## src/rtl/ecc_param_rom.sv

```systemverilog
// ecc_param_rom: reset-initialised constant table for the ECC datapath.
// Single-word strobe read port (CEN/A/Q) plus a burst-streaming read
// channel with valid/ready handshake.
// Optional feature macro: ECC_PROM_WRITE_EN adds a lockable runtime write
// port (WEN/WA/WD/lock_set/wr_err). Without it the table is constant INIT.
module ecc_param_rom #(
    parameter int unsigned            DW    = 16,
    parameter int unsigned            DEPTH = 64,
    parameter logic [DW*DEPTH-1:0]    INIT  = '1
) (
    input  logic                     CLK,
    input  logic                     rst_n,
    input  logic                     CEN,
    input  logic [$clog2(DEPTH)-1:0] A,
    output logic [DW-1:0]            Q,
    input  logic                     bst_start,
    input  logic [$clog2(DEPTH)-1:0] bst_addr,
    input  logic [$clog2(DEPTH)-1:0] bst_len,
    output logic [DW-1:0]            bst_data,
    output logic                     bst_valid,
    input  logic                     bst_ready,
    output logic                     bst_last,
    output logic                     bst_busy
`ifdef ECC_PROM_WRITE_EN
    ,
    input  logic                     WEN,
    input  logic [$clog2(DEPTH)-1:0] WA,
    input  logic [DW-1:0]            WD,
    input  logic                     lock_set,
    output logic                     wr_err
`endif
);

    localparam int unsigned AW = $clog2(DEPTH);

    typedef enum logic {
        S_IDLE   = 1'b0,
        S_STREAM = 1'b1
    } state_t;

    // Read view of the table; every read path uses this (pre-write) value,
    // so same-cycle read/write collisions return the old entry.
    logic [DW-1:0] w_mem [DEPTH];

`ifdef ECC_PROM_WRITE_EN
    logic [DW-1:0] r_mem [DEPTH];
    logic          r_lock;
    logic          r_wr_err;

    // Table storage: reload INIT on reset, commit unlocked writes.
    always_ff @(posedge CLK or negedge rst_n) begin
        if (!rst_n) begin
            for (int unsigned i = 0; i < DEPTH; i++) begin
                r_mem[i] <= INIT[i*DW +: DW];
            end
        end else if (!WEN && !r_lock) begin
            r_mem[WA] <= WD;
        end
    end

    // Sticky lock (cleared only by reset) and one-cycle locked-write error.
    // Lock uses its pre-edge value, so a write alongside lock_set commits.
    always_ff @(posedge CLK or negedge rst_n) begin
        if (!rst_n) begin
            r_lock   <= 1'b0;
            r_wr_err <= 1'b0;
        end else begin
            r_lock   <= r_lock | lock_set;
            r_wr_err <= !WEN && r_lock;
        end
    end

    // Expose stored contents as the read view.
    always_comb begin
        for (int unsigned i = 0; i < DEPTH; i++) begin
            w_mem[i] = r_mem[i];
        end
    end

    assign wr_err = r_wr_err;
`else
    // Constant table: entries are the INIT slices.
    always_comb begin
        for (int unsigned i = 0; i < DEPTH; i++) begin
            w_mem[i] = INIT[i*DW +: DW];
        end
    end
`endif

    logic [DW-1:0] r_q;

    // Single-read port: registered, holds while CEN is high.
    always_ff @(posedge CLK or negedge rst_n) begin
        if (!rst_n) begin
            r_q <= '0;
        end else if (!CEN) begin
            r_q <= w_mem[A];
        end
    end

    assign Q = r_q;

    // Burst channel state
    state_t        r_state, w_state_nx;
    logic [AW-1:0] r_ptr, w_ptr_nx;
    logic [AW-1:0] r_cnt, w_cnt_nx;
    logic [DW-1:0] r_bdata, w_bdata_nx;
    logic          r_last, w_last_nx;
    logic [AW-1:0] w_ptr_inc;

    assign w_ptr_inc = r_ptr + AW'(1);

    // Burst state registers.
    always_ff @(posedge CLK or negedge rst_n) begin
        if (!rst_n) begin
            r_state <= S_IDLE;
            r_ptr   <= '0;
            r_cnt   <= '0;
            r_bdata <= '0;
            r_last  <= 1'b0;
        end else begin
            r_state <= w_state_nx;
            r_ptr   <= w_ptr_nx;
            r_cnt   <= w_cnt_nx;
            r_bdata <= w_bdata_nx;
            r_last  <= w_last_nx;
        end
    end

    // Burst next-state: start when idle, advance on accepted beats,
    // hold everything (including fetched data) while stalled.
    always_comb begin
        w_state_nx = r_state;
        w_ptr_nx   = r_ptr;
        w_cnt_nx   = r_cnt;
        w_bdata_nx = r_bdata;
        w_last_nx  = r_last;
        case (r_state)
            S_IDLE: begin
                if (bst_start) begin
                    w_ptr_nx   = bst_addr;
                    w_cnt_nx   = bst_len;
                    w_bdata_nx = w_mem[bst_addr];
                    w_last_nx  = (bst_len == '0);
                    w_state_nx = S_STREAM;
                end
            end
            S_STREAM: begin
                if (bst_ready) begin
                    if (r_cnt != '0) begin
                        w_ptr_nx   = w_ptr_inc;
                        w_bdata_nx = w_mem[w_ptr_inc];
                        w_cnt_nx   = r_cnt - AW'(1);
                        w_last_nx  = (r_cnt == AW'(1));
                    end else begin
                        w_last_nx  = 1'b0;
                        w_state_nx = S_IDLE;
                    end
                end
            end
            default: w_state_nx = S_IDLE;
        endcase
    end

    assign bst_data  = r_bdata;
    assign bst_last  = r_last;
    assign bst_valid = (r_state == S_STREAM);
    assign bst_busy  = (r_state == S_STREAM);

endmodule

```

## config.mk

```make
export PLATFORM = sky130hd
export DESIGN_NAME = ecc_param_rom
export DESIGN_NICKNAME = d
export VERILOG_FILES = /design/src/rtl/ecc_param_rom.sv
export SDC_FILE = /design/constraint.sdc
export NUM_CORES = 1
export LEC_CHECK = 0
export CORE_MARGIN = 1.5
export CORE_UTILIZATION = 35
export CTS_CLUSTER_SIZE = 12
export DETAILED_ROUTE_END_ITERATION = 12
export PLACE_DENSITY = 0.79
export SKIP_CTS_REPAIR_TIMING = 1
export SYNTH_ARGS = -nofsm -noshare
export SYNTH_HDL_FRONTEND = slang
export SYNTH_SLANG_ARGS = --single-unit
export TNS_END_PERCENT = 10
```

## constraint.sdc

```tcl
create_clock -name CLK -period 1.45 [get_ports CLK]
set_input_delay 0.29 -clock CLK [delete_from_list [all_inputs] [get_ports CLK]]
set_output_delay 0.29 -clock CLK [all_outputs]
set_load 0.03 [all_outputs]
```

# Yosys cells after proc, flatten, opt, wreduce, memory -nomap -nowiden
# Memory sizes are Yosys's and may differ from the RTL's. A register that Yosys moved wholly into a read port is not among the register bits.
# Cells that the tools add are included.
[totals] memories=3 mem_bits_ro=3072 ff_bits=30
[mem_list] memory="(name not given)" depth=64 width=16 read_ports=1 rd_ports_with_merged_regs=0 write_ports=0 line_no="152" source="w_bdata_nx = w_mem[w_ptr_inc];"
[mem_list] memory="(name not given)" depth=64 width=16 read_ports=1 rd_ports_with_merged_regs=0 write_ports=0 line_no="143" source="w_bdata_nx = w_mem[bst_addr];"
[mem_list] memory="(name not given)" depth=64 width=16 read_ports=1 rd_ports_with_merged_regs=1 write_ports=0 line_no="97" source="r_q <= w_mem[A];"
[classes] n_bitwise=4 muxes=24 n_lt_le_gt_ge=2 addsub=2 n_reduce_logical=6 n_eq_ne=4
[op_table] cell="two-way mux 16 bit" n=7
[op_table] cell="two-way mux 6 bit" n=6
[op_table] cell="one-hot mux 16 bit (2 select lines)" n=1
[op_table] cell="one-hot mux 6 bit (2 select lines)" n=2
[op_table] cell="NOT 6 -> 7 bit" n=3
[op_table] cell="greater-or-equal comparator 7 bit (second input constant)" n=2
[op_table] cell="adder 6 x 1 -> 6 bit (second input constant)" n=1
[op_table] cell="== test 6 x 1 -> 1 bit (second input constant)" n=1
[op_table] cell="logical NOT 6 bit" n=1
[op_table] cell="two-way mux 1 bit" n=6
[op_table] cell="nonzero test 6 bit" n=1
[op_table] cell="subtractor 6 x 1 -> 6 bit (second input constant)" n=1
[op_table] cell="!= test 2 bit (second input constant)" n=2
[op_table] cell="one-hot mux 1 bit (2 select lines)" n=2
[op_table] cell="AND reduction 3 bit" n=1
[op_table] cell="logical NOT 1 bit" n=2
[op_table] cell="!= test 2 x 1 -> 1 bit (second input constant)" n=1
[op_table] cell="AND reduction 2 bit" n=1
[op_table] cell="NOT 1 bit" n=1

# Depth between registers and ports, before layout
# Gate-level depths: netlist of the first run.
[logic_depth] word_depth=8 ltp_mapped=5

# Worst setup path before layout of the first run
# OpenSTA, ideal clock, no wires.
[synth_timing] path_kind="reg2reg" from="register r_state, in the netlist bst_busy" to="register r_cnt[0]" period_less_slack_ps=1398 setup_slack_ps=52 t_arrival_ps=1304 path_stages_with_launch=5 t_required_ps=1356 path_cell_list="dfrtp_1 > buf_2 > nand2b_4 > a31o_4 > a211oi_1"
[synth_between] elab_chain_cells=3 word_cells_on_any_way=6
[synth_rtl] element="from (decl)" line_no="104" source="state_t r_state, w_state_nx;"
[synth_rtl] element="from (signal assigned)" line_no="122" source="r_state <= w_state_nx;"
[synth_rtl] element="NOT 1 bit"
[synth_rtl] element="!= test 2 bit (no line)"
[synth_rtl] element="AND reduction 3 bit (no line)"
[synth_rtl] element="to (signal assigned)" line_no="124" source="r_cnt <= w_cnt_nx;"
[synth_rtl] element="to (decl)" line_no="106" source="logic [AW-1:0] r_cnt, w_cnt_nx;"
# Several ways; a longest one is shown, not always the timed one.
# A chain may end at the register's enable or synchronous reset.

# Worst setup path in the final report of the first run
[layout_timing] from="register r_cnt[3]" to="register r_cnt[1]"
[layout_between] elab_chain_cells=3
[layout_rtl] element="nonzero test 6 bit" line_no="150" source="if (r_cnt != '0) begin"
[layout_rtl] element="!= test 2 x 1 -> 1 bit (no line)"
[layout_rtl] element="AND reduction 3 bit (no line)"
# Every way passes these cells.

==> run summary, run 1 <==
TritonCTS built the clock tree. The clock-pin slew reported for the worst setup and hold paths after clock tree synthesis is 0.08 ns, and the data required time of the worst path is 1.65 ns. In this run the cell area measured after placement is 1080 sq um. At the pin with the least slew margin, the transition time is 0.484 ns.

Yosys printed 0 warnings. The count of pins on the block boundary was 58; the smallest setup slack after layout was 0.0601 ns. The synthesized design spends more area on one cell type than any other, namely sky130_fd_sc_hd__dfrtp_1. The clock net in this run drives a total of 10 sinks. The routed design has 1810 um of wire. Initial standard-cell utilization of the core: 0.379. The critical path arrival came out at 1.59 ns. The first global-routing pass estimated 2820 um of wire. Yosys attributes the largest share of cell area to sky130_fd_sc_hd__dfrtp_1 (29%), sky130_fd_sc_hd__buf_4 (27%), sky130_fd_sc_hd__mux2i_1 (5.9%). Net count after synthesis: 118. The run gives 0.000528 uW as the static leakage power.

The ratio of final minimum period to clock period is 0.959. The worst setup skew after layout was 0.00376 ns. Dividing the detail-routed wire length by the instance count gives 12.5 um. For this design the ratio of total power to cell area is 1320 nW/um^2. In this design, the stage delay of the slowest critical-path cell is 0.45 ns. Critical path startpoint category: a flop. Timing analysis after detailed placement gives a worst setup slack of -0.194 ns. For the DRC marker count from the first detailed-route iteration, the log shows 5.

The tools report the number of instances in the synthesized netlist as 92. Summing over every cut layer, the via total after detailed routing is 729. From bottom edge to top edge, the die measures 52.4 um. Setup repair after global routing could not meet its margin everywhere. Entering global routing, the biggest net connects 18 pins. The peak supply drop is 716 uV.

In this run the core area contains 17 standard-cell rows. The tools report the number of clock buffers inserted by TritonCTS as 3. The worst hold path belongs to the class primary input to async pin. The number of port buffers was 45; the via count of the first global-routing pass was 636. The max-slew violation count is 0, and the fmax is 0.719 GHz. Endpoint type of the worst setup path: a flop. The buffer cell driving the clock tree root was sky130_fd_sc_hd__clkbuf_4. For the sequential element share of the synthesized area, the log shows 0.293.

The share of the synthesized area in the top cell type is 0.293, and the placeable core region is 2250 sq um. The final setup violation count was 0. Routability-driven placement finished with a final weighted congestion of 0.861. Walking the worst path, the cells encountered are nor4_4, a31o_4, mux2i_1. The logs give 0 for the number of antenna-violating nets in the routed design and 0 for the number of antenna violations at the first check in global routing. After global routing the overflow that remains totals 0. The smallest clock period supported by the final layout is computed as 1.39 ns. The worst slew margin relative to its limit was 0.677. Counting flops and latches in the post-synthesis netlist gives 10.

The worst-case hold slack was 0.339 ns. 0 antenna diodes ended up in the layout. Setup total negative slack on the finished layout was measured at 0 ns.

The area of all placed cells without fillers was 1120 sq um; the worst-case clock buffer depth was 2. The relative area change from synthesis to final layout is 31.5%. The total die area came out at 2750 sq um. The run finished with clean final reports. The fraction of final layout cells sized beyond drive strength 1 is 0.487. Width of the die: 52.4 um.

The total routing usage reported by global routing is 0.140, and the max-cap violation count is 0. The type of the worst setup path is flop to flop. The summed instance area of the synthesized netlist is 855 sq um, and the DRC violation count after routing is 0.

Detailed placer's ending HPWL: 1370 um. Critical-path cell with the highest stage delay: sky130_fd_sc_hd__nor4_4. The run gives 0 as the final number of hold-violating endpoints. The first detailed-routing pass took 4 iterations. The completed layout was analyzed and its total power is 1480 uW. The count of cell types in the netlist was 28; the per-instance average area after synthesis was 9.29 sq um. In this run the worst path has a maximum fanout of 7. The level count of the clock H-tree is 1. Dividing the detail-routed via count by the number of cells gives 5.03. The tools report the net total in the final layout as 144.

For the clock latency of the later-clocked register in the worst-skew pair, the log shows 0.27 ns.
==> state kept, by name, indices dropped and copies added (netlist names) <==
register,cells
bst_last,1
Q,1
bst_busy,1
r_cnt,6
bst_data,1
==> placed cells by master (no fill, tap or decap), drive strengths merged, types with 4 or more instances in the layout <==
cell type,Yosys,layout
clkbuf,0,4
dfrtp,10,10
nor4,4,4
nand2,4,4
nand2b,4,4
mux2i,5,5
buf,33,43
clkdlybuf4s50,0,10
==> layer usage <==
| layer | vias up | wire (um) | GRT usage |
|---|---|---|---|
| li1 | 343 | - | - |
| met3 | 4 | 227 | 0.0286 |
| met4 | 0 | 23 | 0.0812 |
| met1 | 327 | 753 | 0.170 |
| met2 | 55 | 808 | 0.227 |
| met5 | - | 0 | 0 |
==> Yosys cell counts <==
cell / n
sky130_fd_sc_hd__o311ai_0: 1
sky130_fd_sc_hd__a211oi_1: 2
sky130_fd_sc_hd__nand2_1: 4
sky130_fd_sc_hd__o211ai_1: 1
sky130_fd_sc_hd__nor2b_1: 3
sky130_fd_sc_hd__nand4_1: 1
sky130_fd_sc_hd__a311oi_1: 1
sky130_fd_sc_hd__o21ai_0: 3
sky130_fd_sc_hd__nand2b_4: 1
sky130_fd_sc_hd__ha_1: 3
sky130_fd_sc_hd__mux2i_1: 5
sky130_fd_sc_hd__a41oi_1: 1
sky130_fd_sc_hd__a31oi_1: 2
sky130_fd_sc_hd__buf_4: 31
sky130_fd_sc_hd__dfrtp_1: 10
sky130_fd_sc_hd__nor4_4: 1
sky130_fd_sc_hd__o22ai_1: 1
sky130_fd_sc_hd__nor4_1: 3
sky130_fd_sc_hd__inv_1: 3
sky130_fd_sc_hd__nand2b_1: 3
sky130_fd_sc_hd__buf_2: 2
sky130_fd_sc_hd__a31o_4: 1
sky130_fd_sc_hd__a31o_2: 1
sky130_fd_sc_hd__or2_2: 1
sky130_fd_sc_hd__nand4b_1: 1
sky130_fd_sc_hd__nor2_1: 3
sky130_fd_sc_hd__nor3_1: 1
sky130_fd_sc_hd__nand3_1: 2
==> cell families after synthesis <==
logic type,after synthesis,share of synthesized area
compound gates,14,0.127
fa+ha+maj,3,0.0439
buf+inv,36,0.297
flops,10,0.293
mux,5,0.0586
simple gates,24,0.180
==> area by class of cell <==
class / instances / area, sq um
multi-input combinational: 46 / 353
fill: 223 / 1130
sequential: 10 / 253
clock buffer: 4 / 36.3
tap: 28 / 35.0
timing repair buffer: 54 / 435
inverter: 3 / 11.3
==> worst paths after layout <==
check / startpoint / end / slack, ns / depth (start not counted)
max in group asynchronous: rst_n / bst_data[14]$_DFFE_PN0P_ / 0.75 / 1
setup / recovery: r_cnt[3]$_DFFE_PN0P_ / r_cnt[1]$_DFFE_PN0P_ / 0.06 / 3
setup reg to reg: r_cnt[3]$_DFFE_PN0P_ / r_cnt[1]$_DFFE_PN0P_ / 0.06 / 3
hold reg to reg: bst_last$_DFFE_PN0P_ / bst_last$_DFFE_PN0P_ / 0.58 / 2
min in group CLK: CEN / Q[14]$_DFFE_PN0N_ / 0.54 / 2
hold / removal: rst_n / r_cnt[1]$_DFFE_PN0P_ / 0.34 / 1
==> report_power, final <==
part           switching [uW]  leakage [uW]  total, uW  internal [uW]
combinational             378      0.000396        727            349
clock                     111     0.0000210        264            153
sequential                112      0.000112        494            382
==> worst max-delay path, delay by kind of cell, from the launching register on <==
| kind | cells | cell delay [ns] |
|---|---|---|
| compound gates | 1 | 0.27 |
| mux | 1 | 0.18 |
| simple gates | 1 | 0.45 |
| flops | 1 | 0.41 |
==> metrics by stage <==
stage,utilization,instances
after floorplan,-,92
after CTS,0.495,145
after detailed placement,0.479,141
after global placement,0.479,141
after global routing,0.498,145
final,0.498,145
Note: power is estimated with default switching activity, not from simulation.
==> run 2, diff against run 1 <==
--- a/config.mk
+++ b/config.mk
@@ -5,11 +5,14 @@
 export SDC_FILE = /design/constraint.sdc
 export NUM_CORES = 1
 export LEC_CHECK = 0
+export CAP_MARGIN = 20
+export CELL_PAD_IN_SITES_DETAIL_PLACEMENT = 1
+export CELL_PAD_IN_SITES_GLOBAL_PLACEMENT = 1
 export CORE_MARGIN = 1.5
-export CORE_UTILIZATION = 35
+export CORE_UTILIZATION = 24
 export CTS_CLUSTER_SIZE = 12
 export DETAILED_ROUTE_END_ITERATION = 12
-export PLACE_DENSITY = 0.79
+export PLACE_DENSITY_LB_ADDON = 0.1
 export SKIP_CTS_REPAIR_TIMING = 1
 export SYNTH_ARGS = -nofsm -noshare
 export SYNTH_HDL_FRONTEND = slang
==> run 2 against run 1 <==
  * Non-clock buffer count is 4 higher
  * Via count is 0.69% higher
  * Combinational power is 4.5% higher
  * Final cell count is 14% higher
  * Sequential share of layout area is 0.82 points lower
  * Design area is 3.8% higher
  * Flip-flop and latch count stayed put
  * Clock skew is 0.0097 ns higher
  * Fmax is 0.29% higher
  * Wire length is 21% higher
  * Largest cell class unchanged
  * Global-route usage is 2.0 points lower
==> run summary, run 2 (synthesis gave the netlist of run 1 again) <==
The tools report the remaining global-route overflow as 0. The worst path meets setup with 0.0641 ns of slack. The part of the power in registers was 0.348; the count of antenna diodes in the layout was 0. The level count of the clock H-tree was 1; the final routed wire length divided by cell count was 13.2 um. Counting flops per register, the top entry is r_cnt.

The number of clock buffers added by TritonCTS is 3. Clock tree synthesis selected as its root buffer the cell sky130_fd_sc_hd__clkbuf_4. The width of the die was 62.7 um.

The detailed router placed 734 vias in this run. The worst slew margin relative to its limit is 0.782, and the peak supply drop is 623 uV. The power density over the cells is 1270 nW/um^2. Setup repair after global routing could not meet its margin everywhere. The critical path arrival is 1.58 ns.

The endpoint type of the worst setup path is a flop. The worst setup path is launched from a flop. The detailed placer's ending HPWL came out at 1750 um. The flow ran to the end, and the final reports show no timing, DRC or antenna violations. The clock latency of the later-clocked register in the worst-skew pair was 0.28 ns.

The relative area change from synthesis to final layout is 36.5%, and the placeable core region is 3360 sq um. The number of clock sinks seen by CTS is 10. TritonCTS built the clock tree.

The analysis attributes to net switching a power of 620 uW. The die covers 3930 sq um. The final standard cell utilization of the core was 0.347; the number of port buffers was 45. Once detail routing completed, the nets flagged for antenna violations numbered 0. The transition time at the pin with the least slew margin works out to 0.324 ns.

After clock tree synthesis, the clock-pin slew on the worst setup and hold paths is 0.08 ns. The placer congestion estimate is 0.763, and the mean number of vias per cell is 4.42. The tools report the number of search-and-repair iterations in the first detailed-routing pass as 4. Setup slack on the worst reg-to-reg path comes out at 0.06 ns.

The first global-routing pass estimated 3660 um of wire. Leaving out fill and tap cells, the most frequent cell in the layout is sky130_fd_sc_hd__buf_4. For the final number of hold-violating endpoints, the log shows 0. The combinational group share of total power is 0.514, and the cell count after placement is 163.

Fraction of final layout cells sized beyond drive strength 1: 0.500. For the final database, setup skew stands at 0.0134 ns. The final non-filler cell total was 166.

The ratio of final minimum period to clock period is 0.956, and the switching share of total power is 0.419. The worst path in the final design needs a cycle of 1.39 ns, including I/O delays and setup. Leaving out fill and tap cells, the most frequent cells in the layout are sky130_fd_sc_hd__buf_4 (47), sky130_fd_sc_hd__clkdlybuf4s50_1 (10), sky130_fd_sc_hd__dfrtp_1 (8). The largest driver fanout on the critical path is 3. Clock share of power: 0.138.

Once placement finished, the instance area stood at 1130 sq um. The via count of the first global-routing pass is 725, and the area of all placed cells without fillers is 1170 sq um. Max-slew violation count: 0.

The flip-flop count of the largest register, all copies and words added came out at 6. For the initial standard-cell utilization of the core, the log shows 0.254. For the final setup violation count, the log shows 0. For this run, design rule violations remaining after detail routing come to 0.

Entering global routing, the biggest net connects 18 pins. At the worst endpoint, the required time is 1.64 ns. For this design the static power due to leakage is 0.000542 uW. For this block, the initial DRC count from the detailed router was 17.

For this run, the top clock speed supported by timing is 0.722 GHz. Measured along the y axis, the die boundary spans 62.7 um. The min-delay analysis places its worst path in the category primary input to async pin. The total routing usage reported by global routing was 0.120. The tools report the number of antenna violations at the first check in global routing as 0. The logs give 2 for the worst-case clock buffer depth and 148 for the net total in the final layout. The floorplan has 21 rows. The sum of routed wire length over all layers came out at 2200 um. Type of the worst setup path: flop to flop.

Before CTS, the worst setup slack after placement is -0.175 ns. The max-cap violation count is 0, and the cell internal power dissipation is 859 uW. 58 I/O pins were placed.
## run 2: layer usage
layer / global-route usage / routed length, um / share of wire / vias up
met5: 0 / 0 / 0 / -
met4: 0.0583 / 36 / 0.016 / 0
met3: 0.0288 / 167 / 0.076 / 4
met2: 0.184 / 965 / 0.44 / 36
met1: 0.158 / 1030 / 0.47 / 344
li1: - / - / - / 350
## run 2: critical path, stage by stage, from the launching register on
cell and delay, ns:
sky130_fd_sc_hd__dfrtp_1 0.44, sky130_fd_sc_hd__nor4_4 0.38, sky130_fd_sc_hd__buf_4 0.19, sky130_fd_sc_hd__nand4_1 0.11
sky130_fd_sc_hd__o211ai_1 0.19
## run 2: worst paths after layout
check / endpoint / start / cells past startpoint
min: bst_last$_DFFE_PN0P_ / rst_n / 2
max in group asynchronous: bst_data[14]$_DFFE_PN0P_ / rst_n / 2
min in group CLK: Q[14]$_DFFE_PN0N_ / CEN / 2
min reg2reg: r_cnt[0]$_DFFE_PN0P_ / r_cnt[0]$_DFFE_PN0P_ / 2
max: r_cnt[5]$_DFFE_PN0P_ / r_cnt[5]$_DFFE_PN0P_ / 4
max reg2reg: r_cnt[5]$_DFFE_PN0P_ / r_cnt[5]$_DFFE_PN0P_ / 4
## run 2: metrics by stage
step	setup TNS (ns)	hold slack, ns	power (uW)
finish	0	0.296	1480
global route	-0.0310	0.328	1600
CTS	-0.662	0.287	1490
detailed placement	-0.649	0.597	1260
global placement	-0.565	0.571	1250
floorplan	0	-0.00559	941
## run 2: final cells by class
cell class / count / area [sq um]
fillers: 419 / 2200
repair buffers: 58 / 465
multi-input cells: 46 / 357
flip-flops and latches: 10 / 253
well taps: 46 / 57.6
clock buffers: 3 / 22.5
inverters: 3 / 11.3
## run 2: power by group through the flow
| stage | logic, uW | clock network (uW) | registers [uW] |
|---|---|---|---|
| 4_1_cts | 760 | 223 | 502 |
| 5_1_grt | 845 | 222 | 532 |
| 6_report | 760 | 204 | 515 |
| 2_1_floorplan | 412 | 0 | 530 |
| 3_3_place_gp | 742 | 0 | 509 |
| 3_5_place_dp | 756 | 0 | 508 |
